### src/rtl/uart_pkg.sv
// Shared UART definitions: receiver state encoding, parity selection and the
// parity helper used by both the transmitter and the receiver.
package uart_pkg;

    typedef enum logic [2:0] {
        IDLE,
        START,
        DATA,
        PARITY,
        STOP,
        WAIT_HIGH
    } rx_state_t;

    localparam logic PARITY_EVEN = 1'b0;
    localparam logic PARITY_ODD  = 1'b1;

    // Parity bit that accompanies 'data' on the line.
    function automatic logic parity_bit(input logic [7:0] data, input logic odd);
        return (^data) ^ odd;
    endfunction

endpackage

### src/rtl/uart_rx_if.sv
// Receiver-side bundle: serial line in, byte/strobe/status out, plus the
// receiver state for observation.
interface uart_rx_if;
    import uart_pkg::*;

    // data_strobe is a one-cycle valid with no ready: the sink must take dout
    // and rx_error in the strobe cycle; both hold until the next strobe.
    logic       rx_in;
    logic [7:0] dout;
    logic       data_strobe;
    logic       busy;
    logic       rx_error;
    rx_state_t  state;

    modport master (
        input  rx_in,
        output dout, data_strobe, busy, rx_error, state
    );

    modport slave (
        output rx_in,
        input  dout, data_strobe, busy, rx_error, state
    );

endinterface

### src/rtl/sync_2ff.sv
// Two-flop synchronizer for an asynchronous single-bit input; RST_VAL is the
// value both flops take in reset (1 for an idle UART line).
module sync_2ff #(
    parameter logic RST_VAL = 1'b0
) (
    input  logic clk,
    input  logic rst,
    input  logic d,
    output logic q
);

    logic [1:0] sync_q;
    logic [1:0] sync_d;

    always_comb begin
        sync_d = {sync_q[0], d};
    end

    always_ff @(posedge clk or negedge rst) begin
        if (!rst) begin
            sync_q <= {2{RST_VAL}};
        end else begin
            sync_q <= sync_d;
        end
    end

    assign q = sync_q[1];

endmodule

### src/rtl/uart_rx.sv
// UART receiver: 1 start, 8 data bits LSB first, 1 parity, 1 stop. Bits are
// sampled at mid-bit from a free-running baud counter re-aligned on the start bit.
module uart_rx #(
    parameter int CLK_FREQUENCY = 100_000_000,
    parameter int BAUD_RATE     = 19_200,
    parameter int PARITY        = 0
) (
    input  logic      clk,
    input  logic      rst,
    uart_rx_if.master rx
);
    import uart_pkg::*;

    localparam int BAUD_CLOCKS = CLK_FREQUENCY / BAUD_RATE;
    localparam int HALF_BAUD   = BAUD_CLOCKS / 2;
    localparam int CNT_W       = $clog2(BAUD_CLOCKS);
    localparam logic [CNT_W-1:0] BAUD_LAST = CNT_W'(BAUD_CLOCKS - 1);
    localparam logic [CNT_W-1:0] HALF_LAST = CNT_W'(HALF_BAUD - 1);
    localparam logic ODD = (PARITY != 0) ? PARITY_ODD : PARITY_EVEN;

    logic             rx_s;
    rx_state_t        state_q, state_d;
    logic [CNT_W-1:0] cnt_q, cnt_d;
    logic [2:0]       bit_q, bit_d;
    logic [7:0]       shift_q, shift_d;
    logic [7:0]       dout_q, dout_d;
    logic             par_err_q, par_err_d;
    logic             strobe_q, strobe_d;
    logic             busy_q, busy_d;
    logic             err_q, err_d;

    sync_2ff #(.RST_VAL(1'b1)) u_sync (
        .clk (clk),
        .rst (rst),
        .d   (rx.rx_in),
        .q   (rx_s)
    );

    always_comb begin
        state_d   = state_q;
        cnt_d     = cnt_q + CNT_W'(1);
        bit_d     = bit_q;
        shift_d   = shift_q;
        dout_d    = dout_q;
        par_err_d = par_err_q;
        strobe_d  = 1'b0;
        err_d     = err_q;
        case (state_q)
            IDLE: begin
                cnt_d = '0;
                bit_d = '0;
                if (!rx_s) state_d = START;
            end
            // A line that is high again at mid start bit was only a glitch.
            START: begin
                if (cnt_q == HALF_LAST) begin
                    cnt_d   = '0;
                    state_d = rx_s ? IDLE : DATA;
                end
            end
            DATA: begin
                if (cnt_q == BAUD_LAST) begin
                    cnt_d          = '0;
                    shift_d[bit_q] = rx_s;
                    bit_d          = bit_q + 3'd1;
                    if (bit_q == 3'd7) state_d = uart_pkg::PARITY;
                end
            end
            uart_pkg::PARITY: begin
                if (cnt_q == BAUD_LAST) begin
                    cnt_d     = '0;
                    par_err_d = (rx_s != parity_bit(shift_q, ODD));
                    state_d   = STOP;
                end
            end
            STOP: begin
                if (cnt_q == BAUD_LAST) begin
                    cnt_d    = '0;
                    dout_d   = shift_q;
                    strobe_d = 1'b1;
                    err_d    = par_err_q | ~rx_s;
                    state_d  = rx_s ? IDLE : WAIT_HIGH;
                end
            end
            // Hold off after a low stop bit so a break cannot retrigger.
            WAIT_HIGH: begin
                cnt_d = '0;
                if (rx_s) state_d = IDLE;
            end
            default: begin
                cnt_d   = '0;
                state_d = IDLE;
            end
        endcase
        busy_d = (state_d != IDLE);
    end

    always_ff @(posedge clk or negedge rst) begin
        if (!rst) begin
            state_q   <= IDLE;
            cnt_q     <= '0;
            bit_q     <= '0;
            shift_q   <= '0;
            dout_q    <= 8'h00;
            par_err_q <= 1'b0;
            strobe_q  <= 1'b0;
            busy_q    <= 1'b0;
            err_q     <= 1'b0;
        end else begin
            state_q   <= state_d;
            cnt_q     <= cnt_d;
            bit_q     <= bit_d;
            shift_q   <= shift_d;
            dout_q    <= dout_d;
            par_err_q <= par_err_d;
            strobe_q  <= strobe_d;
            busy_q    <= busy_d;
            err_q     <= err_d;
        end
    end

    assign rx.dout        = dout_q;
    assign rx.data_strobe = strobe_q;
    assign rx.busy        = busy_q;
    assign rx.rx_error    = err_q;
    assign rx.state       = state_q;

endmodule

### src/flat_wrapper.sv
// flat-port wrapper written by rule: the top's interface ports become plain ports
module uart_rx_flat import uart_pkg::*;
#(
    parameter int CLK_FREQUENCY = 100_000_000,
    parameter int BAUD_RATE     = 19_200,
    parameter int PARITY        = 0
)
  (clk, rst, rx_rx_in, rx_dout, rx_data_strobe, rx_busy, rx_rx_error, rx_state);
  uart_rx_if rx_i ();
  input  logic clk;
  input  logic rst;
  input wire logic [$bits(rx_i.rx_in)-1:0] rx_rx_in;
  output wire logic [$bits(rx_i.dout)-1:0] rx_dout;
  output wire logic [$bits(rx_i.data_strobe)-1:0] rx_data_strobe;
  output wire logic [$bits(rx_i.busy)-1:0] rx_busy;
  output wire logic [$bits(rx_i.rx_error)-1:0] rx_rx_error;
  output wire logic [$bits(rx_i.state)-1:0] rx_state;
  assign rx_i.rx_in = rx_rx_in;
  assign rx_dout = rx_i.dout;
  assign rx_data_strobe = rx_i.data_strobe;
  assign rx_busy = rx_i.busy;
  assign rx_rx_error = rx_i.rx_error;
  assign rx_state = rx_i.state;
  uart_rx #(.CLK_FREQUENCY(CLK_FREQUENCY), .BAUD_RATE(BAUD_RATE), .PARITY(PARITY)) u_core (.clk(clk), .rst(rst), .rx(rx_i));
endmodule
### config.mk
export PLATFORM = sky130hd
export DESIGN_NAME = uart_rx_flat
export DESIGN_NICKNAME = d
export VERILOG_FILES = /design/src/rtl/uart_pkg.sv /design/src/rtl/uart_rx_if.sv /design/src/rtl/sync_2ff.sv /design/src/rtl/uart_rx.sv /design/src/flat_wrapper.sv
export SDC_FILE = /design/constraint.sdc
export NUM_CORES = 1
export LEC_CHECK = 0
export CAP_MARGIN = 20
export CORE_MARGIN = 1
export CORE_UTILIZATION = 45
export CTS_CLUSTER_DIAMETER = 200
export DETAILED_ROUTE_END_ITERATION = 8
export GPL_TIMING_DRIVEN = 1
export HOLD_SLACK_MARGIN = 0.1
export PLACE_DENSITY = 0.73
export REMOVE_ABC_BUFFERS = 1
export SLEW_MARGIN = 15
export SYNTH_ARGS = -nofsm -noshare
export SYNTH_HDL_FRONTEND = slang
export SYNTH_SLANG_ARGS = --single-unit
### constraint.sdc
create_clock -name clk -period 6.1 [get_ports clk]
set_input_delay 1.22 -clock clk [delete_from_list [all_inputs] [get_ports clk]]
set_output_delay 1.22 -clock clk [all_outputs]
set_load 0.01 [all_outputs]
==> flow_summary.json <==
{
  "status": "complete, no violations",
  "hold_end": "u_core.u_sync.sync_q[1]",
  "worstReg2RegStart": "u_core.cnt_q[3]",
  "crit_required_ns": 4.88,
  "period_needed_ns": 2.68,
  "cts_buffers": 5,
  "drt_iter0_drc": 149,
  "syn_area_per_cell_um2": 11.9,
  "antenna_found_initial": 0,
  "synth_edf_count": 0,
  "max_stage_delay_ns": 0.61,
  "finish.utilization_pct": 53.2,
  "synth_cells": 175,
  "rrSetupSlack_ns": 3.74,
  "finalHoldViolCount": 0,
  "seq_area_frac_synth_pct": 49.4,
  "netlist_top_cells_area": "dfrtp_1, mux2_2, xor2_1",
  "skew_ns": 0.00679,
  "post_cts_buffers": 0,
  "fin_area_mm2": 0.00235,
  "hold_buffers": 0,
  "ys_top_cells_by_count": "dfrtp_1, mux2_2, a21oi_1, xor2_1, xnor2_1",
  "drc": 0,
  "place_area_mm2": 0.00225,
  "worstPathCellList": "clkdlybuf4s50_1",
  "setup_viol": 0,
  "clock_sinks": 41,
  "routed_wirelength_mm": 3.78,
  "ir_drop_uv": 96.1,
  "cts_tree": "done",
  "crit_fanout": 12,
  "rows": 24,
  "io_buffers": 16,
  "vias": 1415,
  "syn_area_mm2": 0.00208,
  "wl_per_cell_um": 15.7,
  "synth_top_area_share_pct": 46.9,
  "maxSlewHeadroom_pct": 39.9,
  "worstMarginPinSlew_ns": 0.901,
  "start_util_pct": 47.2,
  "critical_path_class": "flop to primary output",
  "yosys.area.top_type": "dfrtp_1",
  "htreeDepth": 2,
  "rsz0062_at_grt": "false",
  "leakage_nw": 1.05,
  "final_max_slew_viol_count": 0,
  "root_buffer": "clkbuf_8",
  "min_period_over_period_pct": 44.0,
  "crit_slowest_cell": "clkdlybuf4s50_1",
  "synth_ff_type": "dfrtp_1",
  "yosys.cell_count.top_type": "dfrtp_1",
  "finalSetupTns_ns": 0,
  "area_growth_pct": 12.8,
  "holdCritPathClass": "flop to flop",
  "ys_warn_count": 0,
  "crit_family": "buffers and inverters",
  "min_from": "u_core.u_sync.sync_q[0]",
  "clkLatencyLatePin_ns": 0.29,
  "core_region_area_mm2": 0.00441,
  "hold_depth": 0,
  "num_io_pins": 17,
  "diodes": 0,
  "worst_ep_arrival_time_ns": 1.46,
  "die_x_um": 70.0,
  "r2r_cells": 4,
  "critPathCaptureType": "primary output",
  "drive_gt1_share_pct": 19.0,
  "cts_resized": 0,
  "powerDensity_mw_per_mm2": 203,
  "via_per_inst": 5.87,
  "grt_pass1_vias": 1367,
  "firstDrtPassIters": 4,
  "max_freq_ghz": 0.373,
  "r2r_end": "u_core.shift_q[1]",
  "globalplace.congestion": 0.863,
  "place_hpwl_mm": 2.61,
  "cts.clk_slew.worst_paths_ns": 0.07,
  "cp.buffers_inverters": 1,
  "die_y_um": 70.0,
  "cts_buffer_depth": 2,
  "fin_nets": 194,
  "synth_cell_types": 45,
  "critPathLaunchType": "flop",
  "dieArea_mm2": 0.00490,
  "maxCapViolCount": 0,
  "grt_max_degree": 42,
  "grt_overflow": 0,
  "ys_ff_latch": 41,
  "grt_pass1_wl_mm": 6.76,
  "ys_async_sr_fraction_pct": 100,
  "track_usage_pct": 17.3,
  "ant_nets": 0
}
[cell type report]
cell class | instances | area [um2]
inverters | 1 | 3.75
clock inverters | 1 | 5.00
repair buffers | 16 | 155
clock buffers | 7 | 96.3
fillers | 374 | 2070
multi-input cells | 123 | 995
flip-flops and latches | 41 | 1030
well taps | 52 | 65.1
[metrics by stage]
stage	hold slack, ns	worst slack, ns	power (mW)	cells
finish	0.360	3.42	0.476	241
global route	0.368	3.35	0.492	241
global placement	0.348	3.79	0.287	233
floorplan	0.345	3.92	0.280	165
CTS	0.362	3.42	0.481	241
detailed placement	0.351	3.74	0.287	233
[report_power, final]
group / internal [mW] / switching (mW) / total [mW]
Combinational: 0.00163 / 0.00564 / 0.00727
Clock: 0.102 / 0.0921 / 0.194
Sequential: 0.273 / 0.00135 / 0.274
Total: 0.377 / 0.0991 / 0.476
[worst max-delay path by stage]
stage / depth (start not counted) / slack [ns] / startpoint / endpoint
after detailed placement: 1 / 3.74 / u_core.rx.state[2] / rx_state[2]
after CTS: 1 / 3.42 / u_core.rx.state[2] / rx_state[2]
final: 1 / 3.42 / u_core.rx.state[2] / rx_state[2]
after floorplan: 4 / 3.92 / u_core.cnt_q[3] / u_core.shift_q[1]
after global routing: 1 / 3.35 / u_core.rx.state[2] / rx_state[2]
after global placement: 1 / 3.79 / u_core.rx.state[2] / rx_state[2]
[cell families (layout without fill, tap and decap cells)]
group,count (synthesis),count (layout),synth area share (%)
compound gates,27,27,8.11
simple gates,55,55,18.9
xor+xnor,18,18,8.23
flops,41,41,49.4
fa+ha+maj,3,3,1.80
buf+inv,11,25,2.82
mux,20,20,10.8
[layer usage]
layer	wire [um]	track usage (%)	up-vias
met4	80	7.56	0
met3	115	3.46	9
met1	1750	23.5	693
met2	1840	27.0	31
li1	-	-	682
met5	0	0	-
[cell usage in the layout, fill, tap and decap left out, types with 2 or more instances in the layout]
| cell type | synthesis | final |
|---|---|---|
| a21boi_0 | 2 | 2 |
| a21oi_1 | 14 | 14 |
| nor2b_1 | 4 | 4 |
| or4b_1 | 2 | 2 |
| clkbuf_8 | 0 | 7 |
| dfrtp_1 | 39 | 39 |
| mux2_1 | 4 | 4 |
| o21ai_0 | 2 | 2 |
| a22o_2 | 2 | 2 |
| ha_1 | 3 | 3 |
| nand4b_1 | 4 | 4 |
| xor2_1 | 9 | 9 |
| o31ai_1 | 2 | 2 |
| nand4_1 | 6 | 6 |
| dfstp_2 | 2 | 2 |
| and4bb_2 | 3 | 3 |
| nor2_1 | 5 | 5 |
| and4_1 | 5 | 5 |
| nand2_1 | 6 | 6 |
| and3_2 | 2 | 2 |
| nand3_1 | 5 | 5 |
| clkdlybuf4s50_1 | 0 | 15 |
| mux2_2 | 15 | 15 |
| xnor2_1 | 8 | 8 |
| nand2b_1 | 2 | 2 |
[sequential cells by signal (all words and copies together), names as in the netlist]
register               count
u_core.shift_q             8
u_core.rx.state            3
u_core.par_err_q           1
u_core.rx.data_strobe      1
u_core.rx.rx_error         1
u_core.u_sync.sync_q       2
u_core.cnt_q              13
u_core.rx.dout             8
u_core.rx.busy             1
u_core.bit_q               3
Power figures use the tool's default switching activity.
